File: src/rtl/gate_pkg.sv
// Shared op codes, limits and the per-bit reduction used by gate_pipe.
package gate_pkg;

  typedef enum logic [2:0] {
    OP_AND  = 3'd0,
    OP_OR   = 3'd1,
    OP_XOR  = 3'd2,
    OP_NAND = 3'd3,
    OP_NOR  = 3'd4,
    OP_XNOR = 3'd5
  } op_e;

  localparam logic [2:0] OP_RESERVED_MIN = 3'd6;

  // Upper bound on operand count handled by gate_reduce.
  localparam int MAX_N = 16;

  // Reduces one bit column of operands. bits[i] is bit b of operand i; only
  // the first num_in entries take part. Inverting ops invert the final
  // reduction, and reserved codes always give 0.
  function automatic logic gate_reduce(input logic [2:0] op,
                                       input logic [MAX_N-1:0] bits,
                                       input int num_in);
    logic acc;
    acc = bits[0];
    for (int i = 1; i < MAX_N; i++) begin
      if (i < num_in) begin
        case (op)
          OP_AND, OP_NAND: acc = acc & bits[i];
          OP_OR,  OP_NOR:  acc = acc | bits[i];
          OP_XOR, OP_XNOR: acc = acc ^ bits[i];
          default:         acc = 1'b0;
        endcase
      end
    end
    if (op >= OP_RESERVED_MIN) begin
      acc = 1'b0;
    end else if (op == OP_NAND || op == OP_NOR || op == OP_XNOR) begin
      acc = ~acc;
    end
    return acc;
  endfunction

endpackage

File: src/rtl/gate_fifo.sv
// Pointer-based FIFO; full/empty come from an occupancy counter.
// Head reads as zero while empty so nothing stale is ever presented.
module gate_fifo #(
  parameter int W     = 9,
  parameter int DEPTH = 2
) (
  input  logic         clk,
  input  logic         rst,
  input  logic         push_i,
  input  logic [W-1:0] wdata_i,
  input  logic         pop_i,
  output logic [W-1:0] rdata_o,
  output logic         full_o,
  output logic         empty_o
);
  localparam int PTR_W = (DEPTH > 1) ? $clog2(DEPTH) : 1;
  localparam int CNT_W = $clog2(DEPTH + 1);

  logic [PTR_W-1:0] wr_q, wr_d, rd_q, rd_d;
  logic [CNT_W-1:0] occ_q, occ_d;
  logic [W-1:0]     mem_q [DEPTH];
  logic             do_push, do_pop;

  function automatic logic [PTR_W-1:0] next_ptr(input logic [PTR_W-1:0] p);
    return (p == PTR_W'(DEPTH - 1)) ? '0 : p + 1'b1;
  endfunction

  assign full_o  = (occ_q == CNT_W'(DEPTH));
  assign empty_o = (occ_q == '0);
  assign do_push = push_i && !full_o;
  assign do_pop  = pop_i && !empty_o;
  assign rdata_o = empty_o ? '0 : mem_q[rd_q];

  // Next pointers and occupancy; simultaneous push/pop leaves occupancy alone.
  always_comb begin
    wr_d  = wr_q;
    rd_d  = rd_q;
    occ_d = occ_q;
    if (do_push) wr_d = next_ptr(wr_q);
    if (do_pop)  rd_d = next_ptr(rd_q);
    case ({do_push, do_pop})
      2'b10:   occ_d = occ_q + 1'b1;
      2'b01:   occ_d = occ_q - 1'b1;
      default: occ_d = occ_q;
    endcase
  end

  // Pointer/occupancy registers; reset discards everything buffered.
  always_ff @(posedge clk or posedge rst) begin
    if (rst) begin
      wr_q  <= '0;
      rd_q  <= '0;
      occ_q <= '0;
    end else begin
      wr_q  <= wr_d;
      rd_q  <= rd_d;
      occ_q <= occ_d;
    end
  end

  // Storage needs no reset: entries are only visible while occupied.
  always_ff @(posedge clk) begin
    if (do_push) mem_q[wr_q] <= wdata_i;
  end

endmodule

File: src/rtl/gate_pipe.sv
// N-operand bitwise logic stage with valid/ready on both sides, an output
// FIFO and a delivered-result counter.
module gate_pipe
  import gate_pkg::*;
#(
  parameter int WIDTH  = 8,
  parameter int NUM_IN = 2,
  parameter int DEPTH  = 2
) (
  input  logic                    clk,
  input  logic                    rst,
  input  logic                    in_valid,
  output logic                    in_ready,
  input  logic [NUM_IN*WIDTH-1:0] in_data,
  input  logic [2:0]              in_op,
  output logic                    out_valid,
  input  logic                    out_ready,
  output logic [WIDTH-1:0]        out_data,
  output logic                    out_err,
  output logic [15:0]             count
);
  logic [WIDTH-1:0] result;
  logic             res_err;
  logic             push, pop;
  logic             full, empty;
  logic [WIDTH:0]   head;
  logic [15:0]      count_q, count_d;

  // Reduce each bit column across all operands.
  always_comb begin
    logic [MAX_N-1:0] col;
    col    = '0;
    result = '0;
    for (int b = 0; b < WIDTH; b++) begin
      col = '0;
      for (int i = 0; i < NUM_IN; i++) begin
        col[i] = in_data[i*WIDTH + b];
      end
      result[b] = gate_reduce(in_op, col, NUM_IN);
    end
  end

  assign res_err = (in_op >= OP_RESERVED_MIN);

  // in_ready depends only on FIFO state, never on out_ready.
  assign in_ready  = !full;
  assign out_valid = !empty;
  assign push      = in_valid && !full;
  assign pop       = !empty && out_ready;
  assign out_data  = head[WIDTH-1:0];
  assign out_err   = head[WIDTH];
  assign count     = count_q;

  gate_fifo #(
    .W     (WIDTH + 1),
    .DEPTH (DEPTH)
  ) u_fifo (
    .clk     (clk),
    .rst     (rst),
    .push_i  (push),
    .wdata_i ({res_err, result}),
    .pop_i   (pop),
    .rdata_o (head),
    .full_o  (full),
    .empty_o (empty)
  );

  // Delivered-result count, wraps naturally at 16 bits.
  always_comb begin
    count_d = count_q;
    if (pop) count_d = count_q + 16'd1;
  end

  // Counter register.
  always_ff @(posedge clk or posedge rst) begin
    if (rst) count_q <= '0;
    else     count_q <= count_d;
  end

endmodule

File: config.mk
export PLATFORM = sky130hd
export DESIGN_NAME = gate_pipe
export DESIGN_NICKNAME = d
export VERILOG_FILES = /design/src/rtl/gate_pkg.sv /design/src/rtl/gate_fifo.sv /design/src/rtl/gate_pipe.sv
export SDC_FILE = /design/constraint.sdc
export NUM_CORES = 1
export LEC_CHECK = 0
export CELL_PAD_IN_SITES_DETAIL_PLACEMENT = 1
export CELL_PAD_IN_SITES_GLOBAL_PLACEMENT = 2
export CORE_MARGIN = 2
export CORE_UTILIZATION = 28
export DETAILED_ROUTE_END_ITERATION = 8
export PLACE_DENSITY = 0.73
export SLEW_MARGIN = 20
export SYNTH_ARGS = -nofsm -noshare
export SYNTH_HDL_FRONTEND = slang
export SYNTH_SLANG_ARGS = --single-unit
File: constraint.sdc
create_clock -name clk -period 1.4 [get_ports clk]
set_input_delay 0.28 -clock clk [delete_from_list [all_inputs] [get_ports clk]]
set_output_delay 0.28 -clock clk [all_outputs]
set_load 0.005 [all_outputs]
# Word level (Yosys, flattened, before mapping)
# Memory sizes are Yosys's and may differ from the RTL's.
# Index checks and enable logic that the tools add are counted.
# word_totals
reg_bits,20
ramBits,18
inputBits,23
out_inout_bits,27
elab_cells,95
mem_count,1
# mem_list
memory,words,word_bits,rd,rd_clocked_by_memory_dff,write_ports,line_no,source
u_fifo.mem_q,2,9,1,0,1,gate_fifo.sv:21,logic [W-1:0] mem_q [DEPTH];
# op_classes
add_sub_neg,5
magnitude_cmp,1
eq_ne,8
n_mux,30
bitwise,32
reduce_logical,14
# ops
operator,count
1-bit one-hot mux with 3 select lines,8
1-bit 2-to-1 mux,20
16-bit by 1-bit adder with 16-bit output (second input constant),1
9-bit 2-to-1 mux,1
1-bit AND,8
1-bit inverter,8
1-bit bitwise OR,8
1-bit XOR,8
3-bit by 2-bit == test with 1-bit output (second input constant),2
3-bit == test (second input constant),2
2-bit OR reduction,3
2-bit == test (second input constant),2
1-bit logical AND,4
2-bit one-hot mux with 2 select lines,1
3-bit by 1-bit == test with 1-bit output (second input constant),1
3-bit greater-or-equal comparator (second input constant),1
3-bit logical NOT,1
1-bit adder (second input constant),2
2-bit by 1-bit adder with 2-bit output (second input constant),1
2-bit by 1-bit == test with 1-bit output (second input constant),1
1-bit logical NOT,2
2-bit logical NOT,1
1-bit logical OR,2
2-bit nonzero test,1
2-bit by 1-bit subtractor with 2-bit output (second input constant),1

# Logic depth before layout (Yosys ltp)
# depth
ltp_word,6
ltp_mapped,7
mapped_depth_nobuf,6

# By module
# From an unflattened synthesis, not the netlist that was laid out.
# hier_totals
hier_cells,235
hier_area_um2,2297.2
# by_module_without_submodules
mod,n_inst,cells_per_inst,area_each_um2,seq_area_each_um2
gate_pipe,1,178,1420.1,400.4
gate_fifo,1,57,877.1,640.6

# Worst setup path after synthesis
# OpenSTA, ideal clock, no wires.
# synth_path
path_type,register to register
from,register u_fifo.occ_q[0]
to,memory u_fifo.mem_q[0][0] (enable)
t_arrival_ns,1.086
slack_ns,-0.060
path_stages_with_launch,4
path_buffers,0
period_less_slack_ns,1.460
path_cell_list,dfrtp_1 -> nand2b_1 -> nand2_1 -> nor2_1
# synth_via
elab_chain_cells,6
# synth_rtl
item,line_no,source
"start, declared",gate_fifo.sv:20,"logic [CNT_W-1:0] occ_q, occ_d;"
"start signal, assigned",gate_fifo.sv:53,occ_q <= '0;
"start signal, assigned",gate_fifo.sv:57,occ_q <= occ_d;
2-bit == test (*),gate_fifo.sv:28,assign full_o = (occ_q == CNT_W'(DEPTH));
1-bit logical NOT (*),-,
net in_ready,gate_pipe.sv:13,"output logic in_ready,"
1-bit logical AND,gate_pipe.sv:48,assign push = in_valid && !full;
1-bit logical AND (*),gate_fifo.sv:30,assign do_push = push_i && !full_o;
1-bit 2-to-1 mux (*),gate_fifo.sv:63,if (do_push) mem_q[wr_q] <= wdata_i;
1-bit 2-to-1 mux (not written as such) (*),gate_fifo.sv:63,
"end, declared",gate_fifo.sv:21,
# The timed path passes the listed nets; every way through them passes the cells marked *.

# Worst setup path after layout
# layout_path
from,register u_fifo.rd_q
to,output port out_data[0]
# layout_via
elab_chain_cells,2
# layout_rtl
item,line_no,source
"start, declared",gate_fifo.sv:19,"logic [PTR_W-1:0] wr_q, wr_d, rd_q, rd_d;"
"start signal, assigned",gate_fifo.sv:56,rd_q <= rd_d;
memory read 2 x 9 bit,-,
9-bit 2-to-1 mux,gate_fifo.sv:32,assign rdata_o = empty_o ? '0 : mem_q[rd_q];
"end, declared",gate_pipe.sv:18,"output logic [WIDTH-1:0] out_data,"
# Every way passes these cells.

==> flow_summary.json <==
{
  "layout.cells.non_filler": 414,
  "hold_slack_ps": 323.0,
  "avgSynthCellArea_um2": 10.11,
  "period_share_pct": 109.9,
  "cp.arrival_ps": 1260,
  "synth-adder-area-share_pct": 10.04,
  "cts-root-buf": "clkbuf_8",
  "start_kind": "flop",
  "ctsHoldBuffers": 0,
  "p_leak_nw": 1.684,
  "cts_buffer_depth": 2,
  "end_kind": "output port",
  "nets": 352,
  "gp_congestion": 0.7258,
  "die_h_um": 93.51,
  "detail_route.iter0.violations": 15,
  "grt_overflow_total": 0,
  "internal_power_mw": 3.619,
  "dp.final_hpwl_um": 3818,
  "utilization_pct": 46.92,
  "fin_worst_skew_ps": 1.740,
  "yosys-top-cells-count": "nor2_1 (21), dfrtp_1 (20), inv_1 (20), edfxtp_1 (18), ha_1 (18)",
  "rows": 32,
  "p_sw_share_pct": 30.86,
  "synth_top_family_by_area": "simple AND/OR/NAND/NOR gates",
  "synth_compound_area_share_pct": 10.76,
  "comb_power_share_pct": 47.7,
  "met3_usage_pct": 2.417,
  "power.total_mw": 5.235,
  "hold_viol": 0,
  "synth_cell_type_count": 29,
  "syn_nets": 263,
  "period_minus_slack_ps": 1538,
  "wire_per_inst_um": 13.86,
  "clockPowerShare_pct": 20.5,
  "viasPerCell": 4.565,
  "drive_gt1_share_pct": 35.58,
  "max-slew-margin-rel_pct": 82.51,
  "use_met2_pct": 24.10,
  "grt_pass1_wl_um": 9211,
  "syn_inst": 222,
  "tightest_slew_ps": 262.3,
  "io_buffer_count": 49,
  "switching_power_mw": 1.616,
  "slew_violations": 0,
  "grt_antenna_before_repair": 0,
  "clk_pin_slew_ps": 70,
  "synth_top_cell_by_area": "edfxtp_1",
  "die_w_um": 93.51,
  "rsz0062_at_grt": "true",
  "synth-simple-area-share_pct": 14.05,
  "drc": 0,
  "cts_inserted_buffers": 5,
  "p_seq_share_pct": 31.8,
  "fin_ws_ps": -138.4,
  "grt_pass1_vias": 1952,
  "area_delta_synth_final_pct": 61.63,
  "ys.flop_type": "dfrtp_1",
  "syn-cell-area_um2": 2243,
  "synth_area_leaders": "edfxtp_1 (24%), dfrtp_1 (22%), ha_1 (10%)",
  "synth_xor_area_share_pct": 7.808,
  "setup_violations": 16,
  "cap_violations": 0,
  "core_area_um2": 7727,
  "cts_tree": "yes",
  "seq_area_frac_synth_pct": 46.40,
  "synth-edff-count": 18,
  "drt_first_pass_iters": 3,
  "track_usage_pct": 13.25,
  "clk_latency_ps": 280,
  "num_io_pins": 50,
  "vdd_drop_max_uv": 499.2,
  "required_ps": 1120,
  "hp-class": "primary input to asynchronous set/reset pin",
  "initial_core_util_pct": 29.03,
  "cts.htree.levels": 2,
  "die_area_um2": 8744,
  "yosysMostFrequentCell": "nor2_1",
  "muxShareOfSynthArea_pct": 5.410,
  "drt_wl_total_um": 5736,
  "fmax_ghz": 0.6500,
  "fillers": 855,
  "violations": "negative setup slack",
  "critPathKind": "flop to output port",
  "outcome": "finished, violations left",
  "async_flop_share_pct": 52.63,
  "post-place-cells": 382,
  "netlist.area_leader.share_pct": 24.09,
  "ys_ff_latch": 38,
  "power_density_nw_per_um2": 1444,
  "antenna_left": 0,
  "diodes": 0,
  "grt.busiest_layer": "met2",
  "yosysWarnings": 0,
  "grt_max_degree": 21,
  "vias": 1890,
  "path_max_fanout": 5,
  "cts.sinks": 38,
  "met1_usage_pct": 16.06
}
## power groups by stage
stage | registers (mW) | logic [mW] | clock network [mW]
6_report | 1.66 | 2.50 | 1.07
4_1_cts | 1.64 | 2.38 | 1.11
3_3_place_gp | 1.67 | 1.89 | 0
2_1_floorplan | 1.66 | 0.850 | 0
3_5_place_dp | 1.69 | 1.94 | 0
5_1_grt | 1.69 | 2.72 | 1.17
## final timing paths
kind | from | end | slack [ps] | depth (start not counted)
worst min-delay path | rst | u_fifo.occ_q[1] | 320 | 3
min in group clk | count[15] | count[15] | 540 | 2
worst min register to register | count[15] | count[15] | 540 | 2
worst max register to register | u_fifo.occ_q[1] | u_fifo.occ_q[1] | -70 | 8
max in group asynchronous | rst | count[0] | 850 | 3
worst max-delay path | u_fifo.rd_q | out_data[0] | -140 | 4
## layout by cell type (no fill, tap or decap), drive strengths merged
cell type,synthesis,layout
bufinv,0,2
and4,3,3
and2,2,2
clkbuf,7,6
and3b,1,1
xor2,5,5
nand2,10,10
mux2i,11,11
xnor2,15,15
dlymetal6s2s,0,7
dfrtp,20,20
a211oi,5,5
nor2b,1,1
and3,3,3
clkdlybuf4s50,0,5
edfxtp,18,18
mux2,1,1
bufbuf,0,1
a21oi,17,17
o2111a,1,1
nor3,1,1
o22ai,8,8
nor2,21,21
clkinv,0,1
a221oi,2,2
nand3,3,3
nand2b,13,13
o21ai,8,8
ha,18,18
dlygate4sd2,0,26
buf,4,53
nand4,4,4
inv,20,20
## worst max-delay path: stages (launching register included)
cell	delay, ps
dfrtp_2	450
buf_12	150
mux2i_4	180
nor2_1	80
buf_2	110
## through the flow
step           setup WS [ps]  setup TNS, ps  area [µm²]
4_1_cts               -204.8          -1506        3497
6_report              -138.4          -1379        3626
5_1_grt               -199.9          -2514        3626
3_3_place_gp          -383.6         -11800        3033
3_5_place_dp          -433.5         -12770        3033
2_1_floorplan          4.697              0        2256
## cells by family (layout without fill, tap and decap cells)
logic type	Yosys count	count (layout)
AOI/OAI and AO/OA	41	41
xor gates and xnor gates	20	20
adders and majority gates	18	18
buffers and inverters	31	121
DFF	38	38
muxes	12	12
and+or+nand+nor	62	62
## flip-flops by register name, summed over array words and instances (netlist names)
name and flops:
u_fifo.occ_q 2, count 16, u_fifo.mem_q 18, u_fifo.rd_q 1, u_fifo.wr_q 1
## metal layers
metal  part of all wire (%)  wire length [µm]  vias up
met4                   0.84                48        0
li1                       -                 -      941
met2                     54              3074       42
met1                     42              2401      902
met5                      0                 0        -
met3                    3.7               213        5
## repair_timing
action	CTS	global route
setup buffers	22	3
pin swaps	28	26
endpoints found under the setup margin	51	56
cloned	2	0
gates resized for setup	114	38
## layout make-up
cell class | instances | area (µm²) | share of cell area (%)
timing repair buffer | 93 | 898.4 | 24.78
inverter | 20 | 75.07 | 2.070
sequential | 38 | 1044 | 28.78
multi-input combinational | 153 | 1349 | 37.20
clock inverter | 3 | 63.81 | 1.760
clock buffer | 5 | 68.82 | 1.898
tap | 102 | 127.6 | 3.520
No activity file was read; power rests on OpenSTA's default activity.
